--- config.mk ---
export PLATFORM = sky130hd
export DESIGN_NAME = assertion_fail_logger
export DESIGN_NICKNAME = d
export VERILOG_FILES = /design/src/rtl/assert_log_pkg.sv /design/src/rtl/log_fifo.sv /design/src/rtl/assertion_fail_logger.sv
export SDC_FILE = /design/constraint.sdc
export NUM_CORES = 1
export LEC_CHECK = 0
export ABC_AREA = 1
export BUFFER_PORTS_ARGS = -buffer_cell sky130_fd_sc_hd__clkbuf_2
export CAP_MARGIN = 20
export CORE_MARGIN = 10
export CORE_UTILIZATION = 55
export DETAILED_ROUTE_END_ITERATION = 8
export GPL_ROUTABILITY_DRIVEN = 0
export PLACE_DENSITY = 0.83
export RECOVER_POWER = 50
export SLEW_MARGIN = 15
export SYNTH_ARGS = -nofsm -noshare
export SYNTH_HDL_FRONTEND = slang
export SYNTH_SLANG_ARGS = --single-unit
--- constraint.sdc ---
create_clock -name clk -period 2.2 [get_ports clk]
set_input_delay 0.22 -clock clk [delete_from_list [all_inputs] [get_ports clk]]
set_output_delay 0.22 -clock clk [all_outputs]
set_load 0.02 [all_outputs]
--- src/rtl/assert_log_pkg.sv ---
// Shared types for the assertion failure logger: status encoding and log entry layout.
package assert_log_pkg;

  localparam int NUM_CHECKERS_DEF = 4;
  localparam int TS_WIDTH_DEF     = 16;

  typedef enum logic [1:0] {
    ST_OK         = 2'd0,
    ST_FAILED     = 2'd1,
    ST_OVERFLOWED = 2'd2
  } status_t;

  typedef struct packed {
    logic [NUM_CHECKERS_DEF-1:0] mask;
    logic [TS_WIDTH_DEF-1:0]     ts;
  } log_entry_t;

endpackage

--- src/rtl/log_fifo.sv ---
// Show-ahead FIFO for failure log entries; pointers carry an extra wrap bit to tell full from empty.
module log_fifo #(
  parameter int WIDTH = 20,
  parameter int DEPTH = 8
) (
  input  logic             clk,
  input  logic             reset,
  input  logic             clear,
  input  logic             push,
  input  logic             pop,
  input  logic [WIDTH-1:0] wdata,
  output logic [WIDTH-1:0] rdata,
  output logic             full,
  output logic             empty
);

  localparam int AW = $clog2(DEPTH);

  logic [WIDTH-1:0] mem [DEPTH];
  logic [AW:0]      wr_ptr;
  logic [AW:0]      rd_ptr;
  logic             do_push;
  logic             do_pop;

  assign empty   = (wr_ptr == rd_ptr);
  assign full    = (wr_ptr[AW] != rd_ptr[AW]) && (wr_ptr[AW-1:0] == rd_ptr[AW-1:0]);
  assign do_pop  = pop && !empty;
  // A full FIFO still accepts a push when the head leaves on the same edge.
  assign do_push = push && (!full || do_pop);
  assign rdata   = empty ? '0 : mem[rd_ptr[AW-1:0]];

  always_ff @(posedge clk) begin
    if (do_push && !clear) begin
      mem[wr_ptr[AW-1:0]] <= wdata;
    end
  end

  always_ff @(posedge clk or posedge reset) begin
    if (reset) begin
      wr_ptr <= '0;
      rd_ptr <= '0;
    end else if (clear) begin
      wr_ptr <= '0;
      rd_ptr <= '0;
    end else begin
      if (do_push) wr_ptr <= wr_ptr + 1'b1;
      if (do_pop)  rd_ptr <= rd_ptr + 1'b1;
    end
  end

endmodule

--- src/rtl/assertion_fail_logger.sv ---
// Timestamps cycles with any failing checker, logs them in a FIFO and tracks counts and sticky status.
//   state         | meaning
//   ST_OK         | no failure seen since reset/clear
//   ST_FAILED     | at least one failure logged
//   ST_OVERFLOWED | a failure entry was lost to a full FIFO (sticky until clear)
module assertion_fail_logger
  import assert_log_pkg::*;
#(
  parameter int NUM_CHECKERS = 4,
  parameter int TS_WIDTH     = 16,
  parameter int DEPTH        = 8,
  parameter int CNT_WIDTH    = 8
) (
  input  logic                    clk,
  input  logic                    reset,
  input  logic [NUM_CHECKERS-1:0] fail_i,
  input  logic                    clear,
  output logic                    rd_valid,
  input  logic                    rd_ready,
  output logic [NUM_CHECKERS-1:0] rd_mask,
  output logic [TS_WIDTH-1:0]     rd_ts,
  output logic [CNT_WIDTH-1:0]    fail_count,
  output logic [NUM_CHECKERS-1:0] first_mask,
  output logic [1:0]              status,
  output logic [CNT_WIDTH-1:0]    drop_count
);

  localparam int EW = NUM_CHECKERS + TS_WIDTH;

  status_t             state_q;
  status_t             state_d;
  logic [TS_WIDTH-1:0] ts;
  logic                any_fail;
  logic                fifo_full;
  logic                fifo_empty;
  logic                pop;
  logic                push;
  logic                drop;
  logic [EW-1:0]       head;

  assign any_fail = |fail_i;
  assign rd_valid = !fifo_empty;
  assign pop      = rd_valid && rd_ready;
  assign push     = any_fail && !clear;
  assign drop     = any_fail && fifo_full && !pop && !clear;
  assign rd_mask  = head[EW-1:TS_WIDTH];
  assign rd_ts    = head[TS_WIDTH-1:0];
  assign status   = state_q;

  log_fifo #(
    .WIDTH (EW),
    .DEPTH (DEPTH)
  ) u_fifo (
    .clk   (clk),
    .reset (reset),
    .clear (clear),
    .push  (push),
    .pop   (pop),
    .wdata ({fail_i, ts}),
    .rdata (head),
    .full  (fifo_full),
    .empty (fifo_empty)
  );

  // Free-running timestamp, deliberately untouched by clear.
  always_ff @(posedge clk or posedge reset) begin
    if (reset) ts <= '0;
    else       ts <= ts + 1'b1;
  end

  always_ff @(posedge clk or posedge reset) begin
    if (reset) begin
      fail_count <= '0;
      drop_count <= '0;
      first_mask <= '0;
    end else if (clear) begin
      fail_count <= '0;
      drop_count <= '0;
      first_mask <= '0;
    end else begin
      if (any_fail && !(&fail_count)) fail_count <= fail_count + 1'b1;
      if (drop && !(&drop_count))     drop_count <= drop_count + 1'b1;
      if (any_fail && state_q == ST_OK) first_mask <= fail_i;
    end
  end

  always_ff @(posedge clk or posedge reset) begin
    if (reset) state_q <= ST_OK;
    else       state_q <= state_d;
  end

  always_comb begin
    state_d = state_q;
    if (clear) begin
      state_d = ST_OK;
    end else begin
      case (state_q)
        ST_OK:         if (any_fail) state_d = ST_FAILED;
        ST_FAILED:     if (drop) state_d = ST_OVERFLOWED;
        ST_OVERFLOWED: state_d = ST_OVERFLOWED;
        default:       state_d = ST_OK;
      endcase
    end
  end

endmodule

==> results.ini <==
[run_status]
status=finished with violations
violations=negative setup slack

[grt]
grt_busiest_layer=met2
grt_max_degree=42
met2_usage=0.323
use_met3=0.0328
grt_overflow_total=0
antenna_found_initial=0
use_met1=0.245
first_global_vias=6220
track_usage=0.192
grt_pass1_wl_um=33200

[die]
die_h_um=146
ios=51
start_util=0.555
die_w_um=146
core_region_area_sq_mm=0.0158
dieArea_sq_mm=0.0214
rows=46

[synth]
ys.warnings.count=0
ys_types=34
synth_seq_area_share=0.680
syn_area_sq_mm=0.00876
synth_nets=776
postSynthAreaPerCell_sq_um=11.5
synth_cells=760
ys_ff_latch=206

[power]
max-vdd-ir-drop_mv=0.514
p_per_area_mw_per_mm2=1110
totalPowerFinal_mw=11.7
p_leak_nw=4.15

[clock_network]
htreeDepth=1
cts_tree=yes
insertion_delay_ps=490
cts.sinks=206
clk_pin_slew_worst_paths_ps=60
cts_root_buf=clkbuf_16
cts_inserted_buffers=20
ctsLongestPathBuffers=3

[routing]
via_count=6379
vias_per_cell=5.97
dr.pass1.iters=6
drt-wirelength-per-cell_um=20.9
wirelength_um=22400
drc=0
drt_iter0_drc=762
ant_nets=0

[timing]
skew_ps=7.39
fin_ws_ps=-106
finalSetupViolCount=20
period_share=1.05
hold_viol_final=0
rsz0062_at_grt=yes
worst_pin_slew_ps=1140
final.min_clock_period_ps=2310
hold_slack_ps=13.8
slew_violations=0
setup-tns-final_ps=-1530
slew_headroom=0.240
max_freq_mhz=434

[setup_path]
endpoint=rd_ts[15]
crit_fanout=10
cp_num_cells=9
critPathLaunch=u_fifo.rd_ptr[0]
r2r_cells=10
reg2reg_to=u_fifo.mem[2][13]
max_stage_delay_ps=470
timing.rr.start=u_fifo.rd_ptr[0]
path_cells=buf_6, xnor2_4, nand3_4, nor2_4, buf_12, inv_8, o21ai_1, nor2_1, buf_4
cp.required_ps=1980
path_class=reg2out
reg2reg_slack_ps=20
crit_arrival_ps=2090
cp-end-kind=output port
critPathBufInv=4
cpLargestDelayFamily=buffers and inverters
crit_path_start_kind=flip-flop
crit_slowest_cell=dfrtp_2

[hold_path]
worstHoldStart=clear
holdPathStages=2
min_path_type=in2reg

[placed_design]
placed_area_sq_mm=0.00943
post-dp-hpwl_um=12500
port_buffers=50

[layout]
final_area_sq_mm=0.0105
antenna_cells=0
final_core_util=0.667
nets=855
drive_gt1_frac=0.215
syn_to_final_growth_pct=20.1

[job]
drv_cap=0

per-stage QoR:
stage,std cells,setup slack [ps]
final,1069,-106
after global routing,1069,-156
after CTS,1064,-46.0
after detailed placement,1021,195
after global placement,1021,296
after floorplan,760,-192
how the worst min path moves through the flow:
stage	to	slack, ps
2_1_floorplan	fail_count[1]	280
3_3_place_gp	fail_count[0]	320
3_5_place_dp	fail_count[5]	320
4_1_cts	fail_count[1]	20
5_1_grt	fail_count[1]	30
6_report	fail_count[1]	10
synth_stat cells (all sizes together):
cell,number,area share
o22ai,40,0.029
nand3,44,0.030
nand2,62,0.028
xnor2,7,0.0079
o21ai,114,0.066
a21oi,3,0.0017
and2,1,0.0010
xor2,21,0.022
inv,41,0.018
a21o,1,0.00086
nor2,157,0.070
o31ai,1,0.00086
ha,8,0.011
nand4,13,0.011
dfrtp,46,0.13
edfxtp,160,0.55
nor3,3,0.0029
clkbuf,28,0.012
o21a,1,0.00086
buf,9,0.0073
placed cells by master, fill, tap and decap left out, drive strengths merged, types with 4 or more instances in the layout:
master	Yosys	layout
o21ai	114	114
edfxtp	160	160
dfrtp	46	46
inv	41	42
xnor2	7	7
buf	9	58
nand3	44	44
xor2	21	21
nor2	157	157
o22ai	40	40
clkbuf	28	65
clkinv	0	4
nand4	13	13
nand2	62	62
ha	8	8
kinds of logic (layout without fill, tap and decap cells):
group	count (synthesis)	after routing	share of synthesized area
buffers and inverters	78	171	0.0372
AO/OA/AOI/OAI	160	160	0.0985
adder cells (fa/ha/maj)	8	8	0.0114
flip-flops	206	206	0.680
AND/OR/NAND/NOR	280	280	0.143
XOR/XNOR	28	28	0.0297
sequential cells by signal, summed over array words and instances, names as in the netlist:
| name | cells |
|---|---|
| u_fifo.wr_ptr | 4 |
| u_fifo.rd_ptr | 4 |
| status | 2 |
| ts | 16 |
| drop_count | 8 |
| fail_count | 8 |
| u_fifo.mem | 160 |
| first_mask | 4 |
power by group:
group	internal (mW)	leakage, nW	switching, mW	total, mW
Sequential	4.43	2.14	0.133	4.56
Clock	1.98	0.313	1.38	3.36
Combinational	1.42	1.70	2.36	3.78
Total	7.82	4.15	3.87	11.7
layer usage:
| layer | share of wire | vias to the layer above |
|---|---|---|
| met5 | 0 | - |
| met4 | 0.029 | 0 |
| met3 | 0.098 | 66 |
| met2 | 0.49 | 400 |
| met1 | 0.38 | 3067 |
| li1 | - | 2846 |
timing repair:
action	4_1_cts	5_1_grt
resized for setup	28	102
pin swaps	5	14
hold buffers	1	0
hold endpoints to repair	26	0
gates cloned	3	2
endpoints found under the setup margin	21	22
setup buffers	3	3
layout make-up:
cell class | count | area (sq um)
clock inverters | 4 | 43.8
flip-flops and latches | 206 | 5960
repair inverters | 2 | 20.0
multi-input cells | 476 | 2640
repair buffers | 92 | 816
well taps | 216 | 270
fillers | 1049 | 5250
clock buffers | 32 | 597
inverters | 41 | 171
No activity file was read; power rests on OpenSTA's default activity.
